<file path="src/rtl/spi_flash_pkg.sv">
// spi_flash_pkg: opcodes, status-register bit indices and responder FSM encoding shared with the flash-lock initiator
package spi_flash_pkg;
  localparam logic [7:0] CMD_WREN  = 8'h06;
  localparam logic [7:0] CMD_WRDI  = 8'h04;
  localparam logic [7:0] CMD_RDSR1 = 8'h05;
  localparam logic [7:0] CMD_RDSR2 = 8'h35;
  localparam logic [7:0] CMD_WRSR1 = 8'h01;
  localparam logic [7:0] CMD_WRSR2 = 8'h31;
  localparam int SR1_WIP = 0;
  localparam int SR1_WEL = 1;
  localparam logic [2:0] ST_IDLE = 3'd0;
  localparam logic [2:0] ST_CMD  = 3'd1;
  localparam logic [2:0] ST_RD   = 3'd2;
  localparam logic [2:0] ST_WR1  = 3'd3;
  localparam logic [2:0] ST_WR2  = 3'd4;
  localparam logic [2:0] ST_WR1B = 3'd5;
  localparam logic [2:0] ST_SINK = 3'd6;
endpackage

</file>
<file path="src/rtl/spi_slave_phy.sv">
// spi_slave_phy: oversampling SPI mode-0 front end (synchronizers, edge detect, byte deframing, MISO shifter)
module spi_slave_phy (
  input  logic       clk,
  input  logic       rst,
  input  logic       spi_clk,
  input  logic       spi_cs_n,
  input  logic       spi_mosi,
  input  logic       tx_en,
  input  logic [7:0] tx_data,
  output logic       spi_miso,
  output logic       cs_n,
  output logic       cs_rise,
  output logic       byte_stb,
  output logic       cnt_zero,
  output logic [7:0] rx_byte
);
  logic [1:0] sck_s, cs_s, mosi_s;
  logic       sck_d, cs_d, rise, fall;
  logic [2:0] cnt;
  logic [6:0] sh;
  logic [7:0] tx_sh;
  assign cs_n     = cs_s[1];
  assign rise     = sck_s[1] & ~sck_d & ~cs_n;
  assign fall     = ~sck_s[1] & sck_d & ~cs_n;
  assign cs_rise  = cs_n & ~cs_d;
  assign cnt_zero = cnt == 3'd0;
  assign byte_stb = rise & (cnt == 3'd7);
  assign rx_byte  = {sh, mosi_s[1]};
  // two-flop synchronizers plus the delay flops used for edge detection
  always_ff @(posedge clk or posedge rst)
    if (rst) begin
      sck_s  <= 2'b00;
      cs_s   <= 2'b11;
      mosi_s <= 2'b00;
      sck_d  <= 1'b0;
      cs_d   <= 1'b1;
    end else begin
      sck_s  <= {sck_s[0], spi_clk};
      cs_s   <= {cs_s[0], spi_cs_n};
      mosi_s <= {mosi_s[0], spi_mosi};
      sck_d  <= sck_s[1];
      cs_d   <= cs_n;
    end
  // MSB-first receive shift and bit count; deselect discards any partial byte
  always_ff @(posedge clk or posedge rst)
    if (rst) begin
      cnt <= 3'd0;
      sh  <= 7'd0;
    end else if (cs_n) cnt <= 3'd0;
    else if (rise) begin
      cnt <= cnt + 3'd1;
      sh  <= rx_byte[6:0];
    end
  // transmit: a fresh register copy is latched at each byte boundary, one bit per falling edge
  always_ff @(posedge clk or posedge rst)
    if (rst) begin
      spi_miso <= 1'b0;
      tx_sh    <= 8'd0;
    end else if (!tx_en || cs_n) spi_miso <= 1'b0;
    else if (fall) begin
      if (cnt_zero) begin
        tx_sh    <= tx_data;
        spi_miso <= tx_data[7];
      end else spi_miso <= tx_sh[3'd7 - cnt];
    end
endmodule

</file>
<file path="src/rtl/spi_flash_sr_resp.sv">
// spi_flash_sr_resp: QSPI NOR status-register responder (WREN/WRDI/RDSR1/RDSR2/WRSR/WRSR2); busy emulation under SPI_FLASH_SR_RESP_BUSY_EN
module spi_flash_sr_resp
  import spi_flash_pkg::*;
#(
  parameter logic [7:0] SR1_INIT    = 8'h00,
  parameter logic [7:0] SR2_INIT    = 8'h00,
  parameter int         BUSY_CYCLES = 1024
) (
  input  logic       clk,
  input  logic       rst,
  input  logic       spi_clk,
  input  logic       spi_cs_n,
  input  logic       spi_mosi,
  output logic       spi_miso,
  output logic       spi_miso_oe,
  output logic [7:0] sr1,
  output logic [7:0] sr2,
  output logic       cmd_stb,
  output logic [7:0] cmd,
  output logic       wr_commit
);
  logic       cs_n, cs_rise, byte_stb, cnt_zero, commit, wel, wip, rd_sel, have1, have2;
  logic [7:0] rx_byte, tx_data;
  logic [5:0] sr1_hi, st1;
  logic [7:0] st2;
  logic [2:0] state, nxt_cmd;
  spi_slave_phy u_phy (
    .clk      (clk),
    .rst      (rst),
    .spi_clk  (spi_clk),
    .spi_cs_n (spi_cs_n),
    .spi_mosi (spi_mosi),
    .tx_en    (state == ST_RD),
    .tx_data  (tx_data),
    .spi_miso (spi_miso),
    .cs_n     (cs_n),
    .cs_rise  (cs_rise),
    .byte_stb (byte_stb),
    .cnt_zero (cnt_zero),
    .rx_byte  (rx_byte)
  );
  assign spi_miso_oe = ~cs_n;
  assign commit      = cs_rise & (have1 | have2) & cnt_zero;
  assign tx_data     = rd_sel ? sr2 : sr1;
  // status register 1 view: writable bits, WEL and WIP
  always_comb begin
    sr1          = {sr1_hi, 2'b00};
    sr1[SR1_WEL] = wel;
    sr1[SR1_WIP] = wip;
  end
  // command decode; writes are refused without WEL or while busy
  always_comb
    nxt_cmd = (rx_byte == CMD_RDSR1 || rx_byte == CMD_RDSR2) ? ST_RD :
              (rx_byte == CMD_WRSR1 && wel && !wip) ? ST_WR1 :
              (rx_byte == CMD_WRSR2 && wel && !wip) ? ST_WR2 : ST_SINK;
  // command FSM, data staging and commit on deselect
  always_ff @(posedge clk or posedge rst)
    if (rst) begin
      state     <= ST_IDLE;
      sr1_hi    <= SR1_INIT[7:2];
      sr2       <= SR2_INIT;
      wel       <= 1'b0;
      cmd       <= 8'h00;
      cmd_stb   <= 1'b0;
      wr_commit <= 1'b0;
      rd_sel    <= 1'b0;
      have1     <= 1'b0;
      have2     <= 1'b0;
      st1       <= 6'd0;
      st2       <= 8'd0;
    end else begin
      cmd_stb   <= 1'b0;
      wr_commit <= commit;
      if (cs_n) begin
        state <= ST_IDLE;
        have1 <= 1'b0;
        have2 <= 1'b0;
        if (commit) begin
          if (have1) sr1_hi <= st1;
          if (have2) sr2 <= st2;
          wel <= 1'b0;
        end
      end else if (state == ST_IDLE) state <= ST_CMD;
      else if (byte_stb)
        case (state)
          ST_CMD: begin
            cmd     <= rx_byte;
            cmd_stb <= 1'b1;
            state   <= nxt_cmd;
            rd_sel  <= rx_byte == CMD_RDSR2;
            if (rx_byte == CMD_WREN && !wip) wel <= 1'b1;
            if (rx_byte == CMD_WRDI) wel <= 1'b0;
          end
          ST_WR1: begin
            st1   <= rx_byte[7:2];
            have1 <= 1'b1;
            state <= ST_WR1B;
          end
          ST_WR1B, ST_WR2: begin
            st2   <= rx_byte;
            have2 <= 1'b1;
            state <= ST_SINK;
          end
          default: ;
        endcase
    end
`ifdef SPI_FLASH_SR_RESP_BUSY_EN
  localparam int BW = $clog2(BUSY_CYCLES + 2);
  logic [BW-1:0] busy_cnt;
  // WIP stays set for BUSY_CYCLES clocks after each commit
  always_ff @(posedge clk or posedge rst)
    if (rst) begin
      wip      <= 1'b0;
      busy_cnt <= '0;
    end else if (commit) begin
      wip      <= 1'b1;
      busy_cnt <= BW'(BUSY_CYCLES);
    end else if (wip) begin
      busy_cnt <= busy_cnt - 1'b1;
      wip      <= busy_cnt > BW'(1);
    end
`else
  assign wip = 1'b0;
`endif
endmodule

</file>
<file path="config.mk">
export PLATFORM = sky130hd
export DESIGN_NAME = spi_flash_sr_resp
export DESIGN_NICKNAME = d
export VERILOG_FILES = /design/src/rtl/spi_flash_pkg.sv /design/src/rtl/spi_slave_phy.sv /design/src/rtl/spi_flash_sr_resp.sv
export SDC_FILE = /design/constraint.sdc
export NUM_CORES = 1
export LEC_CHECK = 0
export BUFFER_PORTS_ARGS = -buffer_cell sky130_fd_sc_hd__buf_2
export CORE_MARGIN = 1
export CORE_UTILIZATION = 57
export DETAILED_ROUTE_END_ITERATION = 16
export GPL_ROUTABILITY_DRIVEN = 1
export PLACE_DENSITY_LB_ADDON = 0.12
export SKIP_CTS_REPAIR_TIMING = 1
export SLEW_MARGIN = 40
export SYNTH_ARGS = -nofsm -noshare
export SYNTH_HDL_FRONTEND = slang
export SYNTH_SLANG_ARGS = --single-unit
</file>
<file path="constraint.sdc">
create_clock -name clk -period 2.5 [get_ports clk]
set_input_delay 0.125 -clock clk [delete_from_list [all_inputs] [get_ports clk]]
set_output_delay 0.125 -clock clk [all_outputs]
set_load 0.01 [all_outputs]
</file>
; ---- Word-level counts from Yosys, hierarchy flattened
; Cells that the tools add are included.
; Widths: inputs -> output; s select.
[totals]
register_bits = 72
input_bits = 5
out_inout_bits = 28
[op_classes]
addsub = 2
n_lt_le_gt_ge = 1
eq_ne = 14
muxes = 34
n_bitwise = 15
reduce_logical = 28
[op_table]
columns = op, n
row1 = $eq 8x3->1 const B, 3
row2 = $mux 1, 23
row3 = $mux 3, 7
row4 = $eq 8x6->1 const B, 2
row5 = $reduce_and 3->1, 5
row6 = $reduce_and 4->1, 3
row7 = $reduce_bool 2->1, 6
row8 = $eq 3x3->1 const B, 3
row9 = $pmux 3 s3, 1
row10 = $and 1x1->1, 8
row11 = $eq 8x1->1 const B, 1
row12 = $mux 8, 1
row13 = $eq 3x2->1 const B, 2
row14 = $logic_not 3->1, 2
row15 = $not 1->1, 6
row16 = $reduce_bool 3->1, 2
row17 = $reduce_and 5->1, 1
row18 = $reduce_bool 5->1, 1
row19 = $lt 3x4->1 const B, 1
row20 = $reduce_and 2->1, 2
row21 = $add 3x1->3 const B, 1
row22 = $bmux 1 s3, 1
row23 = $eq 3x1->1 const B, 1
row24 = $sub 3x3->3 const A, 1
row25 = 8 further kinds, 10

; ---- Depth between registers and ports, before layout
[logic_depth]
depth_word = 9
ltp_mapped = 7
mapped_depth_nobuf = 6

; ---- Modules after synthesis
; From an unflattened synthesis, not the netlist that was laid out.
[unflattened]
cells_unflattened = 236
area_unflattened_um2 = 3088.0
[by_module_without_submodules]
columns = module, instances, cells_each, area_each_um2, seq_area_each_um2
row1 = spi_flash_sr_resp, 1, 163, 1981.9, 1126.1
row2 = spi_slave_phy, 1, 73, 1106.1, 679.4

; ---- Least setup slack after synthesis
; OpenSTA, ideal clock, no wires.
[synth_path]
kind = register to register
from = register u_phy.cnt[0]
to = register st1[0]
arrival_ns = 1.776
required_ns = 2.375
setup_slack_ns = 0.600
stages_incl_launch_ff = 7
path_buffers = 0
synth_period_minus_slack_ns = 1.900
path_cell_list = dfrtp_1 > ha_1 > ha_1 > and4bb_4 > nand2_4 > nor3b_4 > mux2_2
[synth_via]
elab_chain_cells = 3
[synth_rtl]
columns = item, line_no
row1 = from (decl), spi_slave_phy.sv:19  ; logic [2:0] cnt;
row2 = from (signal assigned), spi_slave_phy.sv:51  ; cnt <= cnt + 3'd1;
row3 = $eq 3x3->1, spi_slave_phy.sv:27  ; assign byte_stb = rise & (cnt == 3'd7);
row4 = $and 1x1->1, spi_slave_phy.sv:27
row5 = $reduce_and 4->1 (no source line), --
row6 = to (signal assigned), spi_flash_sr_resp.sv:95  ; st1 <= rx_byte[7:2];
row7 = to (decl), spi_flash_sr_resp.sv:24  ; logic [5:0] sr1_hi, st1;
; Every way passes these cells.
; A chain may end at the register's enable or synchronous reset.

; ---- Worst setup path in the final report
[layout_path]
from = register u_phy.cnt[0]
to = register cmd[5]
[layout_via]
elab_chain_cells = 3
[layout_rtl]
columns = item, line_no
row1 = $eq 3x3->1, spi_slave_phy.sv:27
row2 = $and 1x1->1, spi_slave_phy.sv:27
row3 = $reduce_and 4->1 (no source line), --
row4 = to (signal assigned), spi_flash_sr_resp.sv:87  ; cmd <= rx_byte;
row5 = to (decl), spi_flash_sr_resp.sv:19  ; output logic [7:0] cmd,
; Every way passes these cells.

==> reports/results.ini <==
[setup_path]
slowest_delay_ps=480
cp.required_ps=2720
crit_type=flop to flop
critPathBufInv=0
cp_top_family=simple AND/OR/NAND/NOR gates
cp.arrival_ps=2330
crit_chain=ha_1, ha_1, and4bb_4, and3_1, mux2_2
crit_path_max_fanout=11
endpoint_kind=flop
cp_common_cell=ha_1
crit_slowest_cell=and3_1
cp-start-kind=flop

[route]
ant_nets=0
drc=0
num_vias=1843
wl_per_cell_um=17.1
drt_iter0_drc=94
dr.pass1.iters=4
post_drt_via_cell_ratio=5.55
routed_wl_mm=5.67

[synthesis]
yosys_warnings=0
synth-main-ff-cell=dfrtp_1
ys_seq_area_share_pct=59.9
synth_edf_count=0
synth_cells=218
synth_nets=226
synth_seq_cells=72
syn_area_mm2=0.00301
syn_avg_cell_area_um2=13.8
async_flop_share_pct=100
synth_cell_types=44

[clock_network]
root_buffer=clkbuf_8
clkLatencyLatePin_ps=340
cts_tree=built
path_clk_slew_ps=70
h-tree-depth=3
cts_buffers=9
clockBufferDepth=2
clock-sinks=72

[place]
pre_cts_ws_ps=407
hpwl_mm=3.88
io_buffers=31
placed_cell_area_mm2=0.00323
gp_congestion=0.852
dp.cells=312

[sta]
tightest_slew_ps=641
hold_violations=0
drv_slew=0
clock.fmax_ghz=0.474
rsz0062_at_grt=false
setup-violations-final=0
fin_crit_sh_pct=84.3
setup_tns_ps=0
skew_ps=10.4
timing.final.crit_period_ps=2110
finalWorstSetupSlack_ps=391
slew_headroom_pct=56.7

[global_route]
grt_overflow_total=0
grt_pass1_vias=1813
grt_use_total_pct=22.6
grt_pass1_wl_mm=9.09
grt_max_degree=44
antenna_found_initial=0

[cells_and_area]
multi_input_area_mm2=0.00112
mostFrequentLayoutCells=dfrtp_1 (69), mux2_2 (45), buf_2 (31)
fill_cells=374
area_growth_pct=15.6
stdcell_count=332
final_common_cell=dfrtp_1
diodes=0
regArea_mm2=0.00181
finalInstanceArea_mm2=0.00349
final_nets=265
drive_gt1_share_pct=40.1

[floorplanning]
die_area_mm2=0.00558
die_x_um=74.7
start_util_pct=59.0
ios=33
num_rows=26
die_h_um=74.7
coreArea_mm2=0.00511

[worst_hold_path]
hold_path_class=flop to flop

[power]
finalPower_mw=2.52
power.density_mw_per_mm2=722
cellLeakagePower_nw=1.73
ir_drop_uv=575

[run_status]
status=finished clean

[run]
max_cap_viol_count=0

-- worst paths after layout --
kind                                           startpoint  slack [ps]  cells after the start                        end
max in group asynchronous                             rst        1360                      4       u_phy.cs_d$_DFF_PP1_
min in group asynchronous                             rst         430                      3         sr2[7]$_DFFE_PP0P_
worst min-delay path            u_phy.mosi_s[0]$_DFF_PP0_         350                      0  u_phy.mosi_s[1]$_DFF_PP0_
worst max register to register   u_phy.cnt[0]$_DFFE_PP0P_         390                      5         cmd[5]$_DFFE_PP0P_
worst min register to register  u_phy.mosi_s[0]$_DFF_PP0_         350                      0  u_phy.mosi_s[1]$_DFF_PP0_
worst max-delay path             u_phy.cnt[0]$_DFFE_PP0P_         390                      5         cmd[5]$_DFFE_PP0P_
-- per-layer routing --
| metal | up-vias | part of all wire (%) | track usage [%] |
|---|---|---|---|
| met5 | - | 0 | 0 |
| met4 | 0 | 1.3 | 7.55 |
| met3 | 10 | 2.9 | 5.62 |
| met2 | 30 | 48 | 35.3 |
| met1 | 946 | 48 | 31.2 |
| li1 | 857 | - | - |
-- cell type report --
type | count | area share, %
multi-input cells | 129 | 32.2
inverters | 7 | 0.754
repair buffers | 38 | 6.60
well taps | 70 | 2.51
clock inverters | 3 | 1.87
flip-flops and latches | 72 | 51.8
clock buffers | 13 | 4.27
-- state kept, by name, summed over array words and instances (netlist names), 2 cells and up --
register      flops
st1               6
sr1_hi            6
u_phy.sh          7
u_phy.sck_s       2
u_phy.cnt         3
state             3
sr2               8
cmd               8
st2               8
u_phy.cs_s        2
u_phy.tx_sh       8
u_phy.mosi_s      2
-- where the power goes --
part | total (mW) | switching [mW] | leakage (nW) | internal (mW)
clock network | 0.997 | 0.407 | 0.108 | 0.590
registers | 1.35 | 0.131 | 0.970 | 1.22
logic | 0.169 | 0.0805 | 0.653 | 0.0889
total | 2.52 | 0.619 | 1.73 | 1.90
-- per-stage QoR --
step / util [%] / hold WS (ps)
after global placement: 63.3 / 231
after floorplan: - / 129
after global routing: 68.3 / 363
after CTS: 67.5 / -123
final: 68.3 / 351
after detailed placement: 63.3 / 232
-- logic make-up after synthesis --
logic type      after synthesis  synth area share [%]
compound gates               23                  4.65
xor+xnor                      2                 0.581
fa+ha+maj                     3                  1.25
buf+inv                      17                  2.86
flops                        72                  59.9
mux                          55                  21.0
other cells                   1                 0.124
simple gates                 45                  9.67
-- synth_stat cells, drive strengths merged (2+ instances only) --
library cell	instances	area share (%)
dfrtp	69	57
mux2	45	17
nand2	14	2.0
o21ai	11	1.8
buf	8	1.7
mux2i	8	2.7
nor2	8	1.0
inv	7	0.87
a21oi	4	0.66
nor3b	4	1.5
dfstp	3	2.6
ha	3	1.2
nor4b	3	1.1
and4bb	2	0.95
clkbuf	2	0.29
mux4	2	1.5
nand3b	2	0.50
nand4	2	0.42
nor2b	2	0.42
nor4	2	0.42
xnor2	2	0.58
(Power assumes the default switching activity.)
